==> config.mk <==
export PLATFORM = sky130hd
export DESIGN_NAME = bus_clkgen
export DESIGN_NICKNAME = d
export VERILOG_FILES = /design/src/rtl/vector_pkg.sv /design/src/rtl/ce_div.sv /design/src/rtl/bus_clkgen.sv
export SDC_FILE = /design/constraint.sdc
export NUM_CORES = 1
export LEC_CHECK = 0
export CORE_MARGIN = 2
export CORE_UTILIZATION = 52
export DETAILED_ROUTE_END_ITERATION = 10
export GPL_TIMING_DRIVEN = 1
export PLACE_DENSITY = 0.8
export SETUP_SLACK_MARGIN = 0.15
export SYNTH_ARGS = -nofsm -noshare
export SYNTH_HDL_FRONTEND = slang
export SYNTH_HIERARCHICAL = 1
export SYNTH_SLANG_ARGS = --single-unit
==> constraint.sdc <==
create_clock -name clk_sys -period 2.33 [get_ports clk_sys]
set_input_delay 0.466 -clock clk_sys [delete_from_list [all_inputs] [get_ports clk_sys]]
set_output_delay 0.466 -clock clk_sys [all_outputs]
set_load 0.005 [all_outputs]
==> src/rtl/vector_pkg.sv <==
// rtl/vector_pkg.sv - shared speed types and clock-generator defaults
package vector_pkg;

  // Speed set of the Vector 06C CPU: 3, 6 and 12 MHz
  localparam int NSPEED_DEF = 3;
  localparam int SPEED_W    = $clog2(NSPEED_DEF);

  typedef logic [SPEED_W-1:0] speed_t;

  localparam speed_t SPEED_3M  = speed_t'(0);
  localparam speed_t SPEED_6M  = speed_t'(1);
  localparam speed_t SPEED_12M = speed_t'(2);

  // 96 MHz / 55 ~ 1.75 MHz for the PSG, div bit 5 gives 1.5 MHz for the PIT
  localparam int PSG_DIV_DEF = 55;
  localparam int PIT_BIT_DEF = 5;

endpackage

==> src/rtl/ce_div.sv <==
// rtl/ce_div.sv - modulo-N counter emitting a one-cycle enable at count 0
module ce_div #(
  parameter int N = 55
) (
  input  logic clk_i,
  input  logic rst_ni,
  output logic ce_o
);

  localparam int W = (N > 1) ? $clog2(N) : 1;

  logic [W-1:0] cnt_q, cnt_d;
  logic         ce_q, ce_d;

  // Count 0..N-1 and flag the zero state one cycle later
  always_comb begin
    ce_d  = (cnt_q == '0);
    cnt_d = cnt_q + W'(1);
    if (cnt_q == W'(N - 1)) begin
      cnt_d = '0;
    end
  end

  // Counter and pulse registers
  always_ff @(posedge clk_i or negedge rst_ni) begin
    if (!rst_ni) begin
      cnt_q <= '0;
      ce_q  <= 1'b0;
    end else begin
      cnt_q <= cnt_d;
      ce_q  <= ce_d;
    end
  end

  assign ce_o = ce_q;

endmodule

==> src/rtl/bus_clkgen.sv <==
// rtl/bus_clkgen.sv - CPU/video/PSG/PIT clock enables and memory wait states
module bus_clkgen
  import vector_pkg::*;
#(
  parameter int                DIV_W       = 7,
  parameter int                BASE_PERIOD = 32,
  parameter int                NSPEED      = 3,
  parameter logic [NSPEED-1:0] WAIT_MASK   = NSPEED'(1),
  parameter int                PSG_DIV     = PSG_DIV_DEF,
  parameter int                PIT_BIT     = PIT_BIT_DEF
) (
  input  logic                      clk_sys,
  input  logic                      reset_n,
  input  logic [$clog2(NSPEED)-1:0] speed_req,
  input  logic                      cpu_sync,
  input  logic                      mreq,
  output logic [$clog2(NSPEED)-1:0] speed_cur,
  output logic                      ce_f1,
  output logic                      ce_f2,
  output logic                      ce_12mp,
  output logic                      ce_12mn,
  output logic                      ce_psg,
  output logic                      clk_pit,
  output logic                      cpu_ready
);

  localparam int SW = $clog2(NSPEED);

  logic [DIV_W-1:0] div_q, div_d;
  logic [SW-1:0]    speed_q, speed_d;
  logic             f1_q, f1_d, f2_q, f2_d;
  logic             p12_q, p12_d, n12_q, n12_d;
  logic             pit_q, pit_d, rdy_q, rdy_d;

  logic [DIV_W-1:0] mask, half, quarter, m;
  logic             wait_en, at_mid, stall;

  // Phase position inside the CPU period of the speed currently in effect
  always_comb begin
    mask    = DIV_W'((BASE_PERIOD >> speed_q) - 1);
    half    = DIV_W'((BASE_PERIOD >> speed_q) >> 1);
    quarter = DIV_W'((BASE_PERIOD >> speed_q) >> 2);
    m       = div_q & mask;
    wait_en = WAIT_MASK[speed_q];
    at_mid  = (div_q[DIV_W-1 -: 3] == 3'b100);
    stall   = cpu_sync & mreq & (m < quarter);
  end

  // Next divider, speed, enables and READY from the current divider value
  always_comb begin
    div_d   = div_q + DIV_W'(1);
    speed_d = speed_q;
    // Speed changes land only on the window wrap so periods never tear
    if ((&div_q) && (int'(speed_req) < NSPEED)) begin
      speed_d = speed_req;
    end

    f1_d  = (m == '0);
    f2_d  = (m == half);
    p12_d = (div_q[2:0] == 3'd0);
    n12_d = (div_q[2:0] == 3'd4);
    pit_d = div_q[PIT_BIT];

    // Release at the window midpoint beats a coincident stall request
    rdy_d = rdy_q;
    if (!wait_en) begin
      rdy_d = 1'b1;
    end else if (at_mid) begin
      rdy_d = 1'b1;
    end else if (stall) begin
      rdy_d = 1'b0;
    end
  end

  // State and output registers
  always_ff @(posedge clk_sys or negedge reset_n) begin
    if (!reset_n) begin
      div_q   <= '0;
      speed_q <= SW'(SPEED_3M);
      f1_q    <= 1'b0;
      f2_q    <= 1'b0;
      p12_q   <= 1'b0;
      n12_q   <= 1'b0;
      pit_q   <= 1'b0;
      rdy_q   <= 1'b1;
    end else begin
      div_q   <= div_d;
      speed_q <= speed_d;
      f1_q    <= f1_d;
      f2_q    <= f2_d;
      p12_q   <= p12_d;
      n12_q   <= n12_d;
      pit_q   <= pit_d;
      rdy_q   <= rdy_d;
    end
  end

  ce_div #(
    .N(PSG_DIV)
  ) u_psg_div (
    .clk_i (clk_sys),
    .rst_ni(reset_n),
    .ce_o  (ce_psg)
  );

  assign speed_cur = speed_q;
  assign ce_f1     = f1_q;
  assign ce_f2     = f2_q;
  assign ce_12mp   = p12_q;
  assign ce_12mn   = n12_q;
  assign clk_pit   = pit_q;
  assign cpu_ready = rdy_q;

endmodule

Word level (Yosys, flattened, before mapping)
Index checks and enable logic that the tools add are counted.
Word-level totals
  bits in registers: 22
  input bits: 6
  logic and storage cells: 36
Operators by class
  add/subtract/negate cells: 3
  magnitude comparators: 3
  equal/unequal tests: 5
  shift operators: 1
  multiplexer cells: 6
  bitwise gates (word level): 3
  reductions and logical operators: 5
Operators by type and width (count)
  >> shifter 6 x 2 -> 9 bit (first input constant): 1
  adder 7 x 1 -> 7 bit (second input constant): 1
  AND 7 bit: 1
  equality test 7 bit: 1
  zero test 7 bit: 1
  less-than comparator 7 bit: 1
  AND reduction 7 bit: 1
  subtractor 7 x 2 -> 7 bit (second input constant): 1
  adder 6 x 1 -> 6 bit (second input constant): 1
  equality test 3 bit (second input constant): 2
  equality test 6 bit (second input constant): 1
  zero test 6 bit: 1
  2-to-1 mux 6 bit: 1
  2-to-1 mux 1 bit: 4
  zero test 3 bit: 1
  less-than comparator 2 x 3 -> 1 bit (second input constant): 1
  inequality test 3 x 1 -> 1 bit (second input constant): 1
  AND 1 bit: 2
  binary-select mux 1 bit (select 2 bit): 1
  less-than comparator 2 bit (second input constant): 1
  logical AND 1 bit: 1

Depth between registers and ports, before layout
  depth in word-level cells: 8
  gate-level depth with buffers: 6
  depth with buffers taken out: 5

Hierarchy
The synthesis kept the hierarchy.
Modules (own cells, without submodules)
  bus_clkgen: times used 1, cells an instance 68, area an instance 739.5 um^2, seq. area each 376.6 um^2
  ce_div: times used 1, cells an instance 31, area an instance 341.6 um^2, seq. area each 175.2 um^2

Least setup slack after synthesis
Ideal clock, no wire load.
  path type: flip-flop to flip-flop
  start: register speed_q[0], in the netlist speed_cur[0]
  end: register rdy_q, in the netlist cpu_ready
  library setup time: 0.085 ns
  arrival time: 1.646 ns
  slack: 0.600 ns
  stages on the path, launching flop included: 7
  buffers on the path: 1
  period minus slack after synthesis: 1.730 ns
  cells stage by stage: dfrtp_1 -> clkbuf_1 -> or2b_1 -> ha_1 -> or2_2 -> a311oi_1 -> o21ai_1
On the way
  longest elaborated chain between the ends: 6
Ends and longest elaborated chain
  from (decl): RTL line bus_clkgen.sv:30  | logic [SW-1:0] speed_q, speed_d;
  from (signal assigned): RTL line bus_clkgen.sv:79  | speed_q <= SW'(SPEED_3M);
  from (signal assigned): RTL line bus_clkgen.sv:88  | speed_q <= speed_d;
  >> shifter 6 x 2 -> 9 bit: RTL line bus_clkgen.sv:42  | quarter = DIV_W'((BASE_PERIOD >> speed_q) >> 2);
  subtractor 7 x 2 -> 7 bit: RTL line bus_clkgen.sv:40  | mask = DIV_W'((BASE_PERIOD >> speed_q) - 1);
  AND 7 bit: RTL line bus_clkgen.sv:43  | m = div_q & mask;
  less-than comparator 7 bit: RTL line bus_clkgen.sv:46  | stall = cpu_sync & mreq & (m < quarter);
  AND 1 bit: RTL line bus_clkgen.sv:46
  inequality test 3 x 1 -> 1 bit (no source line)
  to (signal assigned): RTL line bus_clkgen.sv:94  | rdy_q <= rdy_d;
  to (decl): RTL line bus_clkgen.sv:33  | logic pit_q, pit_d, rdy_q, rdy_d;
Several ways; a longest one is shown, not always the timed one. The select of a mux whose other input is x is not followed.
A chain may end at the register's enable or synchronous reset.

Worst setup path in the final report
  start: register speed_q[0], in the netlist speed_cur[0]
  end: output port speed_cur[0]
RTL lines
  to (decl): RTL line bus_clkgen.sv:17  | output logic [$clog2(NSPEED)-1:0] speed_cur,
No word-level cell between the ends.

==> metrics.md <==
| Metric | Value |
|---|---|
| Post-CTS setup buffer count | `0` |
| Met1 Wirelength | `847 µm` |
| Synthesized flop and latch total | `22` |
| Fillers | `172` |
| Core Box Area | `1960 µm²` |
| Final setup TNS | `0 ns` |
| Slew at the pin with the worst max-slew slack | `0.360 ns` |
| Cell family with most CP delay | `buffers and inverters` |
| Placer Congestion | `0.747` |
| # H-tree levels | `1` |
| Largest family of logic cells by synthesized area | `simple AND/OR/NAND/NOR gates` |
| Status | `completed` |
| Max Cap Viol | `0` |
| Hold bufs inserted after CTS | `0` |
| Crit Path Max Fanout | `13` |
| HPWL Detailed | `1370 µm` |
| RSZ-0062 raised after global routing | `false` |
| Worst-skew pair later-pin latency | `0.30 ns` |
| Largest net degree at the start of global routing | `23` |
| Fraction of registers with async set/reset | `100%` |
| Crit path time final | `1.89 ns` |
| Worst min path class | `input port to async pin` |
| Final nets | `128` |
| Worst Setup Start Kind | `flip-flop` |
| CTS Sinks | `22` |
| Residual DRC | `0` |
| Initial Utilization | `55.1%` |
| CTS tree | `yes` |
| Setup crit end kind | `primary output` |
| R2r setup slk | `0.61 ns` |
| CTS resizes | `0` |
| Layout area overhead | `19.6%` |
| Number of global-route vias before repair | `779` |
| Synth unique cells | `35` |
| IO Port Bufs | `14` |
| P_leak | `0.587 nW` |
| Met2 WL | `981 µm` |
| Fin crit share | `81.3%` |
| Num CTS Buffers | `3` |
| Synthesized area per cell | `10.9 µm²` |
| Dpl cell area | `1240 µm²` |
| Initial DRC count | `10` |
| Post-synthesis adder-cell area fraction | `8.10%` |
| Drt first pass iters | `4` |
| CP cell instances | `clkdlybuf4s50_1` |
| Highest routed layer | `met4` |
| Cell area power density | `553 nW/µm²` |
| Mapped Nets | `112` |
| CP max stage cell | `clkdlybuf4s50_1` |
| Share of layout cells above drive strength 1 | `12.3%` |
| GRT Residual Overflow | `0` |
| Remaining antenna violation count | `0` |
| First-pass GRT wire length | `3390 µm` |
| Worst setup path start | `speed_cur[0]` |
| Mapped cell area | `1080 µm²` |
| Crit-path max cell delay | `0.57 ns` |
| Worst r2r src | `speed_cur[1]` |
| WL/cell | `13.5 µm` |
| WS Path Type | `flip-flop to primary output` |
| Mux contribution to synthesized area | `0%` |
| Worst EP required | `1.86 ns` |
| Endpoints failing hold | `0` |
| Ports | `15` |
| Main synth FF type | `dfrtp_1` |
| # diodes | `0` |
| Die area | `2460 µm²` |
| FF-to-FF End | `cpu_ready` |
| Sequential cell area fraction in the yosys report | `51.0%` |
| Clock Pin Slew Worst Setup and Hold Paths | `0.12 ns` |
| Clock tree buffer depth | `2` |
| Worst Reg-to-Reg Cells | `5` |
| WP depth | `1` |
| Finished Cell Area | `1290 µm²` |
| Fmax | `528 MHz` |
| Cell chosen for the clock root | `clkbuf_4` |
| DR vias | `759` |
| Max-slew headroom | `76.0%` |
| Synth Area in XOR/XNOR | `6.48%` |
| Skew final | `0.00692 ns` |
| Final WL | `1900 µm` |
| GRT Total Usage | `17.9%` |
| Max-slew violations | `0` |
| Simple-gate share of the synthesized area | `21.1%` |
| Rows | `16` |
| Setup crit end | `speed_cur[0]` |
| Die Wd | `49.6 µm` |
| EDFF count, synth | `0` |
| Die Y-Extent | `49.6 µm` |
| Hold slack | `0.496 ns` |
| VDD IR max | `0.391 mV` |
| Bufs and invs on worst path | `1` |
| YS warnings | `6` |
| Crit path arrival time | `1.43 ns` |
| Met3 wire len | `61 µm` |
| Vias/cell | `5.38` |
| Initial antenna violation count | `0` |
| Setup violations, final | `0` |
| Compound-gate portion of the synthesized area | `9.14%` |
| Gate Count Post-Synth | `99` |
[cell usage in the layout (no fill, tap or decap), drive strengths merged, types with 2 or more instances in the layout]
cell | Yosys | routed
nor2b | 2 | 2
dfrtp | 21 | 21
or3 | 2 | 2
or2 | 3 | 3
a21oi | 4 | 4
inv | 6 | 6
ha | 7 | 7
or3b | 2 | 2
clkbuf | 3 | 3
o21ai | 4 | 4
nand3 | 6 | 6
nor2 | 8 | 8
xor2 | 4 | 4
nor3 | 2 | 2
xnor2 | 4 | 4
and3 | 2 | 2
nand2 | 3 | 3
clkdlybuf4s50 | 0 | 14
[worst min-delay path by stage]
stage	depth (start not counted)	start	slack (ns)	end
3_5_place_dp	0	div_q[5]	0.48	clk_pit
4_1_cts	2	reset_n	0.50	u_psg_div/ce_o
2_1_floorplan	0	reset_n	0.17	ce_12mn
3_3_place_gp	0	div_q[5]	0.47	clk_pit
5_1_grt	2	reset_n	0.51	u_psg_div/ce_o
6_report	2	reset_n	0.50	u_psg_div/ce_o
[cells by family (layout without fill, tap and decap cells)]
group	after synthesis	in the layout
AO/OA/AOI/OAI	14	14
buffers and inverters	10	25
flip-flops	22	22
AND/OR/NAND/NOR	38	38
adder cells (fa/ha/maj)	7	7
XOR/XNOR	8	8
[metal layers]
metal  vias up  track usage [%]
met5         -                0
met1       379             22.1
met2        12             30.2
met3         2             3.64
met4         0             7.41
li1        366                -
[synth_stat cells, types with 2 or more instances]
master	instances	area, µm²
dfrtp_1	21	526
ha_1	7	87.6
nor2_1	7	26.3
inv_1	6	22.5
nand3_1	6	30.0
a21oi_1	4	20.0
xnor2_1	4	35.0
xor2_1	4	35.0
clkbuf_1	3	11.3
nand2_1	3	11.3
o21ai_0	3	15.0
or2_2	3	18.8
and3_1	2	12.5
nor2b_1	2	12.5
nor3_1	2	10.0
or3_1	2	12.5
or3b_1	2	17.5
[report_power, final]
part	switching (mW)	internal, mW	total, mW
Combinational	0.0151	0.0230	0.0381
Clock	0.111	0.174	0.285
Sequential	0.00568	0.386	0.392
Total	0.132	0.583	0.715
[area by class of cell]
type | count | area [µm²] | share of cell area [%]
flip-flops and latches | 22 | 552 | 42.7
multi-input cells | 67 | 484 | 37.5
repair buffers | 15 | 148 | 11.4
well taps | 27 | 33.8 | 2.61
clock inverters | 1 | 30.0 | 2.32
clock buffers | 3 | 22.5 | 1.74
inverters | 6 | 22.5 | 1.74
[per-stage QoR]
| step | std cells | total power, mW | setup slack, ns | utilization, % |
|---|---|---|---|---|
| final | 141 | 0.715 | 0.436 | 65.9 |
| after global routing | 141 | 0.746 | 0.331 | 65.9 |
| after CTS | 141 | 0.724 | 0.422 | 65.9 |
| after detailed placement | 137 | 0.438 | 0.626 | 63.2 |
| after global placement | 137 | 0.437 | 0.664 | 63.2 |
| after floorplan | 99 | 0.412 | 0.600 | - |
[registers in the layout, indices dropped and copies added, names as in the netlist]
signal and cells:
ce_12mn 1, clk_pit 1, ce_12mp 1, div_q 7, cpu_ready 1, u_psg_div/cnt_q 6, ce_f1 1, ce_f2 1
speed_cur 2, u_psg_div/ce_o 1
Power figures use the tool's default switching activity.
